### src/rtl/fifo_rd_serializer.sv
// Pops words from a lookahead FIFO and emits them as a stream of byte lanes,
// least-significant lane first, with zero bubble between consecutive words.
//
// state | meaning
// ------+-------------------------------------------
// IDLE  | no word held, waiting for the FIFO
// SHIFT | word held, current lane presented on m_data
module fifo_rd_serializer #(
  parameter int DATA_WIDTH = 8,
  parameter int WORD_WIDTH = 32,
  parameter int CNT_WIDTH  = 16
) (
  input  logic                  clk,
  input  logic                  rst_n,
  input  logic                  fifo_empty,
  input  logic [WORD_WIDTH-1:0] fifo_dout,
  output logic                  fifo_rd,
  input  logic                  clr,
  output logic                  m_valid,
  input  logic                  m_ready,
  output logic [DATA_WIDTH-1:0] m_data,
  output logic                  m_last,
  output logic [CNT_WIDTH-1:0]  word_cnt
);

  localparam int LANES  = WORD_WIDTH / DATA_WIDTH;
  // Keep the lane index at least one bit wide so LANES==1 still elaborates.
  localparam int LANE_W = (LANES > 1) ? $clog2(LANES) : 1;
  localparam logic [LANE_W-1:0] LAST_LANE = LANE_W'(LANES - 1);

  typedef enum logic {
    IDLE  = 1'b0,
    SHIFT = 1'b1
  } state_t;

  state_t                 state_q;
  logic [LANE_W-1:0]      lane_q;
  logic [WORD_WIDTH-1:0]  shift_q;
  logic [CNT_WIDTH-1:0]   word_cnt_q;
  logic [CNT_WIDTH-1:0]   word_cnt_d;
  logic                   hs;
  logic                   hs_last;

  // Outputs come straight from state, lane and shift registers.
  assign m_valid  = (state_q == SHIFT);
  assign m_last   = m_valid && (lane_q == LAST_LANE);
  assign m_data   = shift_q[DATA_WIDTH-1:0];
  assign word_cnt = word_cnt_q;

  assign hs      = m_valid && m_ready;
  assign hs_last = hs && m_last;

  // Pop when empty-handed, or in the same cycle the final lane is accepted.
  // rst_n gating keeps the FIFO untouched while the block is held in reset.
  assign fifo_rd = rst_n && !fifo_empty && !clr && ((state_q == IDLE) || hs_last);

  // Count completed words; a flushed word never counts.
  always_comb begin
    word_cnt_d = word_cnt_q;
    if (hs_last && !clr) begin
      word_cnt_d = word_cnt_q + CNT_WIDTH'(1);
    end
  end

  // Serializer FSM: load on pop, shift on accepted non-final lane, flush on clr.
  always_ff @(posedge clk or negedge rst_n) begin
    if (!rst_n) begin
      state_q    <= IDLE;
      lane_q     <= '0;
      shift_q    <= '0;
      word_cnt_q <= '0;
    end else begin
      word_cnt_q <= word_cnt_d;
      if (clr) begin
        state_q <= IDLE;
        lane_q  <= '0;
      end else if (fifo_rd) begin
        state_q <= SHIFT;
        lane_q  <= '0;
        shift_q <= fifo_dout;
      end else if (hs) begin
        if (m_last) begin
          state_q <= IDLE;
        end else begin
          lane_q  <= lane_q + LANE_W'(1);
          shift_q <= shift_q >> DATA_WIDTH;
        end
      end
    end
  end

endmodule

### config.mk
export PLATFORM = sky130hd
export DESIGN_NAME = fifo_rd_serializer
export DESIGN_NICKNAME = d
export VERILOG_FILES = /design/src/rtl/fifo_rd_serializer.sv
export SDC_FILE = /design/constraint.sdc
export NUM_CORES = 1
export LEC_CHECK = 0
export ABC_AREA = 1
export CAP_MARGIN = 10
export CELL_PAD_IN_SITES_DETAIL_PLACEMENT = 0
export CELL_PAD_IN_SITES_GLOBAL_PLACEMENT = 1
export CORE_MARGIN = 10
export CORE_UTILIZATION = 38
export CTS_CLUSTER_SIZE = 28
export DETAILED_ROUTE_END_ITERATION = 8
export PLACE_DENSITY_LB_ADDON = 0.1
export SLEW_MARGIN = 25
export SYNTH_ARGS = -nofsm -noshare
export SYNTH_HDL_FRONTEND = slang
export SYNTH_SLANG_ARGS = --single-unit
### constraint.sdc
create_clock -name clk -period 2.8 [get_ports clk]
set_clock_uncertainty 0.2 [all_clocks]
set_input_delay 0.84 -clock clk [delete_from_list [all_inputs] [get_ports clk]]
set_output_delay 0.84 -clock clk [all_outputs]
set_load 0.01 [all_outputs]
=== Yosys cells after proc, flatten, opt, wreduce, memory -nomap -nowiden ===
Cells that the tools add are included.

* Flip-flop bits (word level): 51
* Bits in latches: 0
* Memory bits (writable): 0
* Bits in read-only memories: 0
* Output and inout bits: 27
* Word-level logic and storage cells: 38
* Memories: 0

* Add/subtract/negate cells: 2
* Multipliers: 0
* Div/mod/pow operators: 0
* Order comparisons: 0
* Equality and inequality tests: 3
* Shift operators: 0
* Multiplexer cells: 11
* Bitwise operators: 2
* Reductions and logical operators: 16

{| class="wikitable"
|+ Operator list
! kind !! count
|-
| two-way mux 32 bit || 3
|-
| adder 16 x 1 -> 16 bit, second input constant || 1
|-
| two-way mux 2 bit || 4
|-
| logical AND 1 bit || 7
|-
| nonzero test 3 bit || 2
|-
| two-way mux 1 bit || 4
|-
| AND reduction 2 bit || 2
|-
| != test 3 bit, second input constant || 1
|-
| AND reduction 3 bit || 1
|-
| adder 2 x 1 -> 2 bit, second input constant || 1
|-
| equality test 2 bit, second input constant || 1
|-
| logical NOT 1 bit || 2
|-
| != test 2 bit, second input constant || 1
|-
| inverter 1 bit || 2
|-
| nonzero test 2 bit || 1
|-
| logical OR 1 bit || 1
|}

=== Depth between registers and ports, before layout ===
* Depth in word-level cells: 7
* Depth in mapped cells: 10
* Gate-level depth less buffers: 9

=== Worst setup path after synthesis ===
OpenSTA, ideal clock, no wires.

* Path type: in2out
* From: input port fifo_empty
* To: output port fifo_rd
* Data arrival time: 1.450 ns
* Required time: 1.760 ns
* Path slack: 0.310 ns
* Stages: 4
* Cell sequence: nor3b_1 -> nand2_2 -> inv_2 -> buf_4

* Word-level cells in the longest chain between the ends: 4

{| class="wikitable"
|+ Ends and longest elaborated chain
! element !! line !! source
|-
| from (decl) || 15 || <nowiki>input logic fifo_empty,</nowiki>
|-
| logical NOT 1 bit || 55 || <nowiki>assign fifo_rd = rst_n && !fifo_empty && !clr && ((state_q == IDLE) || hs_last);</nowiki>
|-
| logical AND 1 bit (3 in a row) || 55 ||
|-
| to (decl) || 17 || <nowiki>output logic fifo_rd,</nowiki>
|}

No other way between the ends.

=== Final worst setup path ===
* From: register lane_q[0]
* To: output port m_last

* Word-level cells in the longest chain between the ends: 2

{| class="wikitable"
|+ Ends and longest elaborated chain
! element !! line !! source
|-
| from (decl) || 37 || <nowiki>logic [LANE_W-1:0] lane_q;</nowiki>
|-
| from (signal assigned) || 85 || <nowiki>lane_q <= lane_q + LANE_W'(1);</nowiki>
|-
| equality test 2 bit || 46 || <nowiki>assign m_last = m_valid && (lane_q == LAST_LANE);</nowiki>
|-
| logical AND 1 bit || 46 ||
|-
| to (decl) || 22 || <nowiki>output logic m_last,</nowiki>
|}

No other way between the ends.

==> reports/metrics.yaml <==
dieHeight_um: 103
layout_common_cells: "nand2_1 (195), clkdlybuf4s50_1 (58), dfrtp_1 (51), inv_1 (16), nor2_1 (13)"
path_max_fanout: 3
final_util_pct: 50.1
finalCriticalPeriod_ns: 2.69
share_seq_of_total_power_pct: 47.8
vias: 2143
final_cell_area_um2: 3410
diodes: 0
core_um2: 6790
ys_seq_area_share_pct: 48.2
clkSinkCount: 51
worstReg2RegEnd: "shift_q[18]"
antenna_found_initial: 0
clockRootBuffer: "clkbuf_8"
start_util_pct: 39.0
slowest_delay_ns: 0.54
place_ws_ns: -0.469
maxCapViolCount: 0
startpoint_type: "register"
synth_area_per_cell_um2: 7.70
combPwrFrac_pct: 22.5
tightest_slew_ns: 0.660
num_rows: 30
grt-ovfl-total: 0
via_per_inst: 4.31
setup_viol: 0
grt_usage_pct: 12.5
synthTopCellsByArea: "dfrtp_1 (48%), nand2_1 (28%), nand2_2 (2.8%), xor2_1 (2.6%), buf_4 (2.6%)"
portBuffers: 63
grt_util_met3_pct: 4.25
cts_buffers: 5
dr.pass1.iters: 4
htreeDepth: 2
grt_pass1_wl_um: 10500
path_buf_inv: 2
crit_slowest_cell: "clkdlybuf4s50_1"
ant_nets: 0
hold_viol: 0
power_density_nw_per_um2: 594
timing.critical_path.from: "lane_q[0]"
power.total_mw: 2.02
ios: 64
critical-path-top-delay-family: "buffers and inverters"
dp_hpwl_um: 4400
clk_pin_slew_worst_paths_ns: 0.09
met2_usage_pct: 19.3
place_area_um2: 3270
grt_busiest_layer: "met2"
peakVddDrop_mv: 0.231
yosysUniqueCellTypes: 23
status: "finished, final reports clean"
grt_pass1_vias: 2206
wl_um: 6370
p_int_mw: 1.48
drtIter0Drc: 74
tns_ns: 0
dieArea_um2: 10700
post-route-period-util_pct: 95.9
die_w_um: 103
required_ns: 1.76
drive_gt1_share_pct: 8.73
power.leakage_nw: 1.78
reg2reg_depth: 10
yosysTopAreaCellShare_pct: 48.2
cp.depth: 4
postCtsSetupBuffers: 0
sw_frac_of_total_pct: 26.8
rrSetupSlack_ns: 0.67
area_growth_pct: 28.6
worst-setup-path-type: "register to output pin"
crit_chain: "ha_1 -> nand2_1 -> inv_1 -> clkdlybuf4s50_1"
synth-warning-count: 0
final_common_cell: "nand2_1"
worstPathArrival_ns: 1.65
max_slew_margin_pct: 56.0
drv_slew: 0
grt_max_degree: 52
hold_path_startpoint: "shift_q[29]"
hold_buffers: 0
use_met1_pct: 16.1
synth_fp_nets: 383
place_congestion: 0.818
hp-class: "register to register"
critPathCaptureType: "output pin"
drc: 0
hold_depth: 2
max_freq_mhz: 372
ys_ff_latch: 51
cts_tree: "built"
p_sw_mw: 0.543
cts_buffer_depth: 2
routedWlPerCell_um: 12.8
fin_ws_ns: 0.114
hold_end: "shift_q[29]"
timing.rr.start: "lane_q[0]"
rsz0062_at_grt: "no"
netlist_area_um2: 2650
yosys.area.top_type: "dfrtp_1"
clk_latency_ns: 0.30
finalNetCount: 439
netlist_instances: 344
clock_power_share_pct: 29.8
==> what timing repair did <==
action / 4_1_cts / 5_1_grt
resized for setup: 7 / 2
pin swaps: 1 / 1
setup endpoints to repair: 1 / 1
==> Yosys cell counts (all sizes together) <==
library cell / count
xor2: 8
nand4: 7
o21ai: 3
nor3b: 1
buf: 19
nor3: 3
nor2: 14
dfrtp: 51
ha: 2
nand3: 5
clkinv: 1
xnor2: 3
nand2: 208
inv: 19
==> cell type report <==
type,instances,area [µm²]
Clock buffer,6,72.6
Tap cell,96,120
Multi-Input combinational cell,254,1120
Fill cell,699,3390
Sequential cell,51,1280
Inverter,20,80.1
Clock inverter,2,60.1
Timing Repair Buffer,68,673
==> worst register-to-register path, delay by kind of cell, from the launching register on <==
kind / cells / cell delay (ns)
AO/OA/AOI/OAI: 1 / 0.07
adder cells (fa/ha/maj): 1 / 0.28
AND/OR/NAND/NOR: 5 / 0.49
flip-flops: 1 / 0.41
buffers and inverters: 3 / 0.60
==> registers in the layout, indices dropped and copies added (netlist names) <==
register and flops:
word_cnt 16, m_valid 1, lane_q 2, shift_q 32
==> metrics by stage <==
step           hold WS [ns]  cells
3_5_place_dp          0.259    489
3_3_place_gp          0.254    489
4_1_cts               0.281    497
6_report              0.279    497
2_1_floorplan         0.242    344
5_1_grt               0.293    497
==> logic make-up after synthesis <==
kind of cell,count (synthesis),share of synthesized area (%)
adders and majority gates,2,0.945
xor gates and xnor gates,11,3.64
buffers and inverters,39,9.54
AOI/OAI and AO/OA,3,0.709
and+or+nand+nor,238,37.0
DFF,51,48.2
==> how the worst max path moves through the flow <==
| stage | end |
|---|---|
| floorplan | fifo_rd |
| global placement | fifo_rd |
| detailed placement | fifo_rd |
| CTS | fifo_rd |
| global route | m_last |
| finish | m_last |
==> power groups by stage <==
stage               clock, mW  sequential [mW]  combinational [mW]
detailed placement          0            0.981               0.464
floorplan                   0            0.966               0.330
finish                  0.602            0.966               0.455
global route            0.650            0.986               0.528
global placement            0            0.979               0.459
CTS                     0.621            0.967               0.466
==> per-layer routing <==
layer | vias up | share of wire (%) | routed length, µm
met2 | 40 | 44 | 2790
met4 | 0 | 1.2 | 74
li1 | 1142 | - | -
met5 | - | 0 | 0
met3 | 5 | 6.8 | 431
met1 | 956 | 48 | 3070
Note: power is estimated with default switching activity, not from simulation.
